## src/rtl/cpu_ctl_pkg.sv

```systemverilog
// Shared definitions for the multi-cycle CPU control FSM.
//   - opcode constants for the supported instruction set
//   - ALU operation codes and datapath mux select constants
//   - FSM state encoding (4-bit binary)
//   - ctl_t: the bundle of datapath strobes produced for each state
//   - op_known(): true for opcodes the control unit can execute
package cpu_ctl_pkg;

  localparam int OP_W    = 6;
  localparam int ALUOP_W = 3;

  // Opcodes (IR[31:26])
  localparam logic [OP_W-1:0] OP_RTYPE = 6'b000000;
  localparam logic [OP_W-1:0] OP_ORI   = 6'b001101;
  localparam logic [OP_W-1:0] OP_LW    = 6'b100011;
  localparam logic [OP_W-1:0] OP_SW    = 6'b101011;
  localparam logic [OP_W-1:0] OP_BEQ   = 6'b000100;
  localparam logic [OP_W-1:0] OP_J     = 6'b000010;

  // ALU operation codes
  localparam logic [ALUOP_W-1:0] ALUOP_ADD   = 3'b000;
  localparam logic [ALUOP_W-1:0] ALUOP_SUB   = 3'b001;
  localparam logic [ALUOP_W-1:0] ALUOP_OR    = 3'b010;
  localparam logic [ALUOP_W-1:0] ALUOP_FUNCT = 3'b100;

  // ALU B input select
  localparam logic [1:0] SRCB_RT     = 2'b00;
  localparam logic [1:0] SRCB_FOUR   = 2'b01;
  localparam logic [1:0] SRCB_IMM    = 2'b10;
  localparam logic [1:0] SRCB_IMM_SH = 2'b11;

  // Next-PC select
  localparam logic [1:0] PCSRC_ALU    = 2'b00;
  localparam logic [1:0] PCSRC_ALUOUT = 2'b01;
  localparam logic [1:0] PCSRC_JUMP   = 2'b10;

  // FSM states; encodings 13..15 are unreachable and recover to S_IDLE.
  typedef enum logic [3:0] {
    S_IDLE    = 4'd0,
    S_FETCH   = 4'd1,
    S_DECODE  = 4'd2,
    S_EXE_R   = 4'd3,
    S_WB_R    = 4'd4,
    S_EXE_I   = 4'd5,
    S_WB_I    = 4'd6,
    S_MEM_ADR = 4'd7,
    S_MEM_RD  = 4'd8,
    S_MEM_WB  = 4'd9,
    S_MEM_WR  = 4'd10,
    S_BRANCH  = 4'd11,
    S_JUMP    = 4'd12
  } state_t;

  // Datapath strobes driven from the current state.
  typedef struct packed {
    logic               pc_write;
    logic               ir_write;
    logic               i_or_d;
    logic               mem_read;
    logic               mem_write;
    logic               mem_to_reg;
    logic               reg_dst;
    logic               reg_write;
    logic               alu_src_a;
    logic [1:0]         alu_src_b;
    logic [ALUOP_W-1:0] alu_op;
    logic               ext_op;
    logic [1:0]         pc_src;
  } ctl_t;

  function automatic logic op_known(input logic [OP_W-1:0] op);
    return (op == OP_RTYPE) || (op == OP_ORI) || (op == OP_LW) ||
           (op == OP_SW)    || (op == OP_BEQ) || (op == OP_J);
  endfunction

endpackage

```

## src/rtl/ctl_out_decode.sv

```systemverilog
// Combinational strobe decode for the multi-cycle control FSM.
// Ports:
//   state      in   current FSM state
//   zero       in   ALU zero flag (branch decision in S_BRANCH)
//   mem_ready  in   memory completes its access this cycle (fetch commit)
//   ctl        out  datapath strobe bundle
// Every strobe defaults to 0; each state only raises what it needs, so
// S_IDLE and any unreachable encoding produce an all-zero bundle.
module ctl_out_decode
  import cpu_ctl_pkg::*;
(
  input  state_t state,
  input  logic   zero,
  input  logic   mem_ready,
  output ctl_t   ctl
);

  always_comb begin
    ctl = '0;
    case (state)
      S_FETCH: begin
        ctl.mem_read  = 1'b1;
        ctl.i_or_d    = 1'b0;
        ctl.alu_src_a = 1'b0;
        ctl.alu_src_b = SRCB_FOUR;
        ctl.alu_op    = ALUOP_ADD;
        ctl.pc_src    = PCSRC_ALU;
        // PC+4 and the IR load commit together, only when the word arrives.
        ctl.ir_write  = mem_ready;
        ctl.pc_write  = mem_ready;
      end
      S_DECODE: begin
        // Precompute the branch target PC + (sext(imm) << 2) into ALUOut.
        ctl.alu_src_a = 1'b0;
        ctl.alu_src_b = SRCB_IMM_SH;
        ctl.ext_op    = 1'b1;
        ctl.alu_op    = ALUOP_ADD;
      end
      S_EXE_R: begin
        ctl.alu_src_a = 1'b1;
        ctl.alu_src_b = SRCB_RT;
        ctl.alu_op    = ALUOP_FUNCT;
      end
      S_WB_R: begin
        ctl.reg_write  = 1'b1;
        ctl.reg_dst    = 1'b1;
        ctl.mem_to_reg = 1'b0;
      end
      S_EXE_I: begin
        // ori zero-extends its immediate.
        ctl.alu_src_a = 1'b1;
        ctl.alu_src_b = SRCB_IMM;
        ctl.ext_op    = 1'b0;
        ctl.alu_op    = ALUOP_OR;
      end
      S_WB_I: begin
        ctl.reg_write  = 1'b1;
        ctl.reg_dst    = 1'b0;
        ctl.mem_to_reg = 1'b0;
      end
      S_MEM_ADR: begin
        ctl.alu_src_a = 1'b1;
        ctl.alu_src_b = SRCB_IMM;
        ctl.ext_op    = 1'b1;
        ctl.alu_op    = ALUOP_ADD;
      end
      S_MEM_RD: begin
        ctl.mem_read = 1'b1;
        ctl.i_or_d   = 1'b1;
      end
      S_MEM_WB: begin
        ctl.reg_write  = 1'b1;
        ctl.reg_dst    = 1'b0;
        ctl.mem_to_reg = 1'b1;
      end
      S_MEM_WR: begin
        // Held for the whole wait; memory commits on the mem_ready cycle.
        ctl.mem_write = 1'b1;
        ctl.i_or_d    = 1'b1;
      end
      S_BRANCH: begin
        ctl.alu_src_a = 1'b1;
        ctl.alu_src_b = SRCB_RT;
        ctl.alu_op    = ALUOP_SUB;
        ctl.pc_src    = PCSRC_ALUOUT;
        ctl.pc_write  = zero;
      end
      S_JUMP: begin
        ctl.pc_src   = PCSRC_JUMP;
        ctl.pc_write = 1'b1;
      end
      default: ctl = '0;
    endcase
  end

endmodule

```

## src/rtl/multi_cycle_control.sv

```systemverilog
// Moore control FSM for the multi-cycle CPU datapath.
// Supports R-type, ori, lw, sw, beq and j; unknown opcodes are executed as
// a NOP (FETCH, DECODE, back to FETCH) with a one-cycle illegal_op pulse.
// Ports:
//   clk, rst            clock; synchronous active-high reset
//   op                  IR opcode, only looked at in S_DECODE
//   zero                ALU zero flag for beq
//   mem_ready           memory access completes this cycle
//   pc_write .. pc_src  datapath strobes (see ctl_out_decode)
//   illegal_op          pulse in S_DECODE for an unknown opcode
//   state_o             current state encoding, for debug
// Memory handshake: a request (mem_read or mem_write) is held constant
// while mem_ready is 0; the cycle in which mem_ready is 1 is the single
// cycle the access completes, and the FSM leaves the state on that edge.
module multi_cycle_control
  import cpu_ctl_pkg::*;
#(
  parameter int OP_W_P    = OP_W,
  parameter int ALUOP_W_P = ALUOP_W
) (
  input  logic                 clk,
  input  logic                 rst,
  input  logic [OP_W_P-1:0]    op,
  input  logic                 zero,
  input  logic                 mem_ready,
  output logic                 pc_write,
  output logic                 ir_write,
  output logic                 i_or_d,
  output logic                 mem_read,
  output logic                 mem_write,
  output logic                 mem_to_reg,
  output logic                 reg_dst,
  output logic                 reg_write,
  output logic                 alu_src_a,
  output logic [1:0]           alu_src_b,
  output logic [ALUOP_W_P-1:0] alu_op,
  output logic                 ext_op,
  output logic [1:0]           pc_src,
  output logic                 illegal_op,
  output logic [3:0]           state_o
);

  state_t state_q;
  state_t state_d;
  // Remembers lw vs sw from S_DECODE so S_MEM_ADR does not depend on op,
  // which the datapath may change once decode is over.
  logic   is_sw_q;
  ctl_t   ctl;

  always_ff @(posedge clk) begin
    if (rst) begin
      state_q <= S_IDLE;
      is_sw_q <= 1'b0;
    end else begin
      state_q <= state_d;
      if (state_q == S_DECODE) begin
        is_sw_q <= (op == OP_SW);
      end
    end
  end

  always_comb begin
    state_d = S_IDLE;
    case (state_q)
      S_IDLE:   state_d = S_FETCH;
      S_FETCH:  state_d = mem_ready ? S_DECODE : S_FETCH;
      S_DECODE: begin
        case (op)
          OP_RTYPE: state_d = S_EXE_R;
          OP_ORI:   state_d = S_EXE_I;
          OP_LW:    state_d = S_MEM_ADR;
          OP_SW:    state_d = S_MEM_ADR;
          OP_BEQ:   state_d = S_BRANCH;
          OP_J:     state_d = S_JUMP;
          default:  state_d = S_FETCH;
        endcase
      end
      S_EXE_R:   state_d = S_WB_R;
      S_WB_R:    state_d = S_FETCH;
      S_EXE_I:   state_d = S_WB_I;
      S_WB_I:    state_d = S_FETCH;
      S_MEM_ADR: state_d = is_sw_q ? S_MEM_WR : S_MEM_RD;
      S_MEM_RD:  state_d = mem_ready ? S_MEM_WB : S_MEM_RD;
      S_MEM_WB:  state_d = S_FETCH;
      S_MEM_WR:  state_d = mem_ready ? S_FETCH : S_MEM_WR;
      S_BRANCH:  state_d = S_FETCH;
      S_JUMP:    state_d = S_FETCH;
      default:   state_d = S_IDLE;
    endcase
  end

  ctl_out_decode u_decode (
    .state     (state_q),
    .zero      (zero),
    .mem_ready (mem_ready),
    .ctl       (ctl)
  );

  assign pc_write   = ctl.pc_write;
  assign ir_write   = ctl.ir_write;
  assign i_or_d     = ctl.i_or_d;
  assign mem_read   = ctl.mem_read;
  assign mem_write  = ctl.mem_write;
  assign mem_to_reg = ctl.mem_to_reg;
  assign reg_dst    = ctl.reg_dst;
  assign reg_write  = ctl.reg_write;
  assign alu_src_a  = ctl.alu_src_a;
  assign alu_src_b  = ctl.alu_src_b;
  assign alu_op     = ctl.alu_op;
  assign ext_op     = ctl.ext_op;
  assign pc_src     = ctl.pc_src;

  assign illegal_op = (state_q == S_DECODE) && !op_known(op);
  assign state_o    = state_q;

endmodule

```

## config.mk

```make
export PLATFORM = sky130hd
export DESIGN_NAME = multi_cycle_control
export DESIGN_NICKNAME = d
export VERILOG_FILES = /design/src/rtl/cpu_ctl_pkg.sv /design/src/rtl/ctl_out_decode.sv /design/src/rtl/multi_cycle_control.sv
export SDC_FILE = /design/constraint.sdc
export NUM_CORES = 1
export LEC_CHECK = 0
export ABC_AREA = 1
export CAP_MARGIN = 20
export CORE_UTILIZATION = 35
export CTS_CLUSTER_DIAMETER = 80
export CTS_CLUSTER_SIZE = 16
export DETAILED_ROUTE_END_ITERATION = 12
export GPL_TIMING_DRIVEN = 0
export PLACE_DENSITY = 0.82
export SETUP_SLACK_MARGIN = 0.05
export SYNTH_ARGS = -nofsm -noshare
export SYNTH_HDL_FRONTEND = slang
export SYNTH_SLANG_ARGS = --single-unit
```

## constraint.sdc

```tcl
create_clock -name clk -period 1.25 [get_ports clk]
set_input_delay 0.1875 -clock clk [delete_from_list [all_inputs] [get_ports clk]]
set_output_delay 0.1875 -clock clk [all_outputs]
set_load 0.02 [all_outputs]
```

==> results.toml <==
[timing]
fin_crit_ns = 1.52
final.setup.tns_ns = -2.77
tightest_slew_ns = 0.231
clock_skew_ns = 0.00419
finalHoldViolCount = 0
finalCritPeriodShare_pct = 121
fmax_mhz = 660
max_slew_margin_pct = 84.6
rsz0062_at_grt = "yes"
finalWorstSetupSlack_ns = -0.265
setup_viol = 20
drv_slew = 0

[outcome]
status = "finished, violations left"
violations = "setup timing"

[floorplanning]
die-area_um2 = 1600
fp-row-count = 13
pin_count = 32
die_h_um = 40.1
die_w_um = 40.1
coreArea_um2 = 1320
start_util_pct = 38.5

[cells_and_area]
syn2layout_area_growth_pct = 138
num_antenna_cells = 0
final_util_pct = 91.5
stdcell_count = 164
fin_nets = 160
seqCellArea_um2 = 115
drive_above_1_share_pct = 55.0
multi_input_area_um2 = 522
num-fill-cells = 53

[global_route]
grt-ovfl-total = 0
grt_pass1_wl_um = 2960
track_usage_pct = 28.2
busiest_layer = "met2"
grtUsageMet2_pct = 50.8
grt_pass1_vias = 726
antenna_found_initial = 0
grtUsageMet1_pct = 28.2
grt_start_max_net_pins = 7
gr-usage-met3_pct = 6.11

[power_and_ir_drop]
power_frac_comb_pct = 47.1
p_seq_share_pct = 27.4
intPower_mw = 0.432
p_clk_share_pct = 25.5
switching_share_pct = 38.4
p_per_area_nw_per_um2 = 581
ir_worst_vdd_uv = 450
p_leak_nw = 0.658
p_sw_mw = 0.269

[worst_setup_path]
end_kind = "output port"
crit_required_ns = 1.06
cp_max_fo = 3
r2r_slack_ns = -0.18
crit_path_start_kind = "input port"
path_class = "in2out"
cp.arrival_ns = 1.33

[detailed_routing]
drc = 0
drt_iter0_markers = 57
ant_nets = 0
vias = 943
wl_um = 2730
vias_per_cell = 5.75
avgRoutedWirePerCell_um = 16.7
dr.pass1.iters = 4

[job]
cap_violations = 0

[logic_synthesis]
synthCells = 99
yosysSeqAreaShare_pct = 19.8
syn_area_per_cell_um2 = 5.12
yosys_warnings = 0
syn_area_um2 = 507
synth_cell_types = 15
synth.top_cell.area_share_pct = 20.7
synth_top_area_cell = "nand2_1"
synth_nets = 109
synth_seq_cells = 5
synth_area_leaders = "nand2_1, dfxtp_1, nor2_1, inv_1, nand3_1"

[cts]
cts_buffers = 3
cts_sinks = 5
root_buffer = "clkbuf_4"
path_clk_slew_ns = 0.04
cts_tree = "yes"
cts_max_level = 1
clkLatencyLatePin_ns = 0.24
cts_buffer_depth = 2

[placement]
portBuffers = 31
place.gp.congestion = 0.848
placedCellCount = 145
dp_hpwl_um = 1290

[min_path]
hp-class = "in2reg"
-- final timing paths --
check                                      startpoint               endpoint  depth (start not counted)
worst min register to register   is_sw_q$_SDFFE_PP0P_   is_sw_q$_SDFFE_PP0P_                          2
worst max-delay path                            op[3]             illegal_op                          7
worst max register to register  state_o[3]$_SDFF_PP0_  state_o[0]$_SDFF_PP0_                          9
worst min-delay path                            op[4]   is_sw_q$_SDFFE_PP0P_                          4
-- critical path: stages --
cell	delay [ns]
clkdlybuf4s50_1	0.51
inv_1	0.09
nor2_1	0.11
nand3b_1	0.13
nand3_2	0.11
nor2_4	0.03
buf_2	0.15
-- cells in the mapped netlist (all sizes together) --
library cell,n
nand4,2
o21bai,1
a21oi,4
or2,1
nand3,8
dfxtp,5
nor3,1
nand3b,2
o211ai,1
nor2,29
nand2,28
inv,17
-- area by class of cell --
cell class                      instances  share of cell area (%)
Clock buffer                            4                    2.18
Inverter                               17                    6.75
Multi-Input combinational cell         77                    43.3
Sequential cell                         5                    9.55
Tap cell                               15                    1.56
Timing Repair Buffer                   46                    36.7
-- routing by layer --
layer  vias to the layer above  routed length [um]
met4                         0                 101
li1                        413                   -
met1                       446                 905
met3                        16                 256
met2                        68                1470
met5                         -                   0
-- placed cells by master, fill, tap and decap left out, drive strengths merged, types with 2 or more instances in the layout --
master and count:
buf 33, inv 17, nor2 29, dfxtp 5, nand2 28, nand3 8
nand4 2, clkbuf 4, nand3b 2, a21oi 4, dlygate4sd2 4, clkdlybuf4s50 5
dlymetal6s2s 4
-- stage by stage --
| stage | hold WS (ns) | setup WS (ns) | power, mW | cell area (um^2) |
|---|---|---|---|---|
| 6_report | 0.400 | -0.265 | 0.701 | 1200 |
| 4_1_cts | 0.554 | -0.240 | 0.651 | 1090 |
| 3_5_place_dp | 0.537 | -0.678 | 0.428 | 910 |
| 3_3_place_gp | 0.513 | -0.657 | 0.425 | 910 |
| 2_1_floorplan | 0.247 | -0.0445 | 0.315 | 581 |
| 5_1_grt | 0.416 | -0.309 | 0.738 | 1200 |
-- kinds of logic (layout without fill, tap and decap cells) --
kind of cell           Yosys count  in the layout  share of synthesized area, %
AND/OR/NAND/NOR                 71             71                          60.7
buffers and inverters           17             67                          12.6
AO/OA/AOI/OAI                    6              6                          6.91
flip-flops                       5              5                          19.8
-- registers in the layout (all words and copies together) (netlist names) --
signal and flops:
is_sw_q 1, state_o 4
-- power by group through the flow --
stage,logic [mW],clock network [mW],registers (mW)
2_1_floorplan,0.128,0,0.187
4_1_cts,0.278,0.191,0.182
3_3_place_gp,0.243,0,0.181
6_report,0.330,0.179,0.192
5_1_grt,0.353,0.194,0.192
3_5_place_dp,0.247,0,0.181
-- timing repair --
item,CTS,global route
setup buffers,10,5
resized for setup,131,24
cloned,0,0
hold endpoints to repair,0,0
hold buffers,0,0
endpoints found under the setup margin,23,22
pin swaps,6,6
No activity file was read; power rests on OpenSTA's default activity.
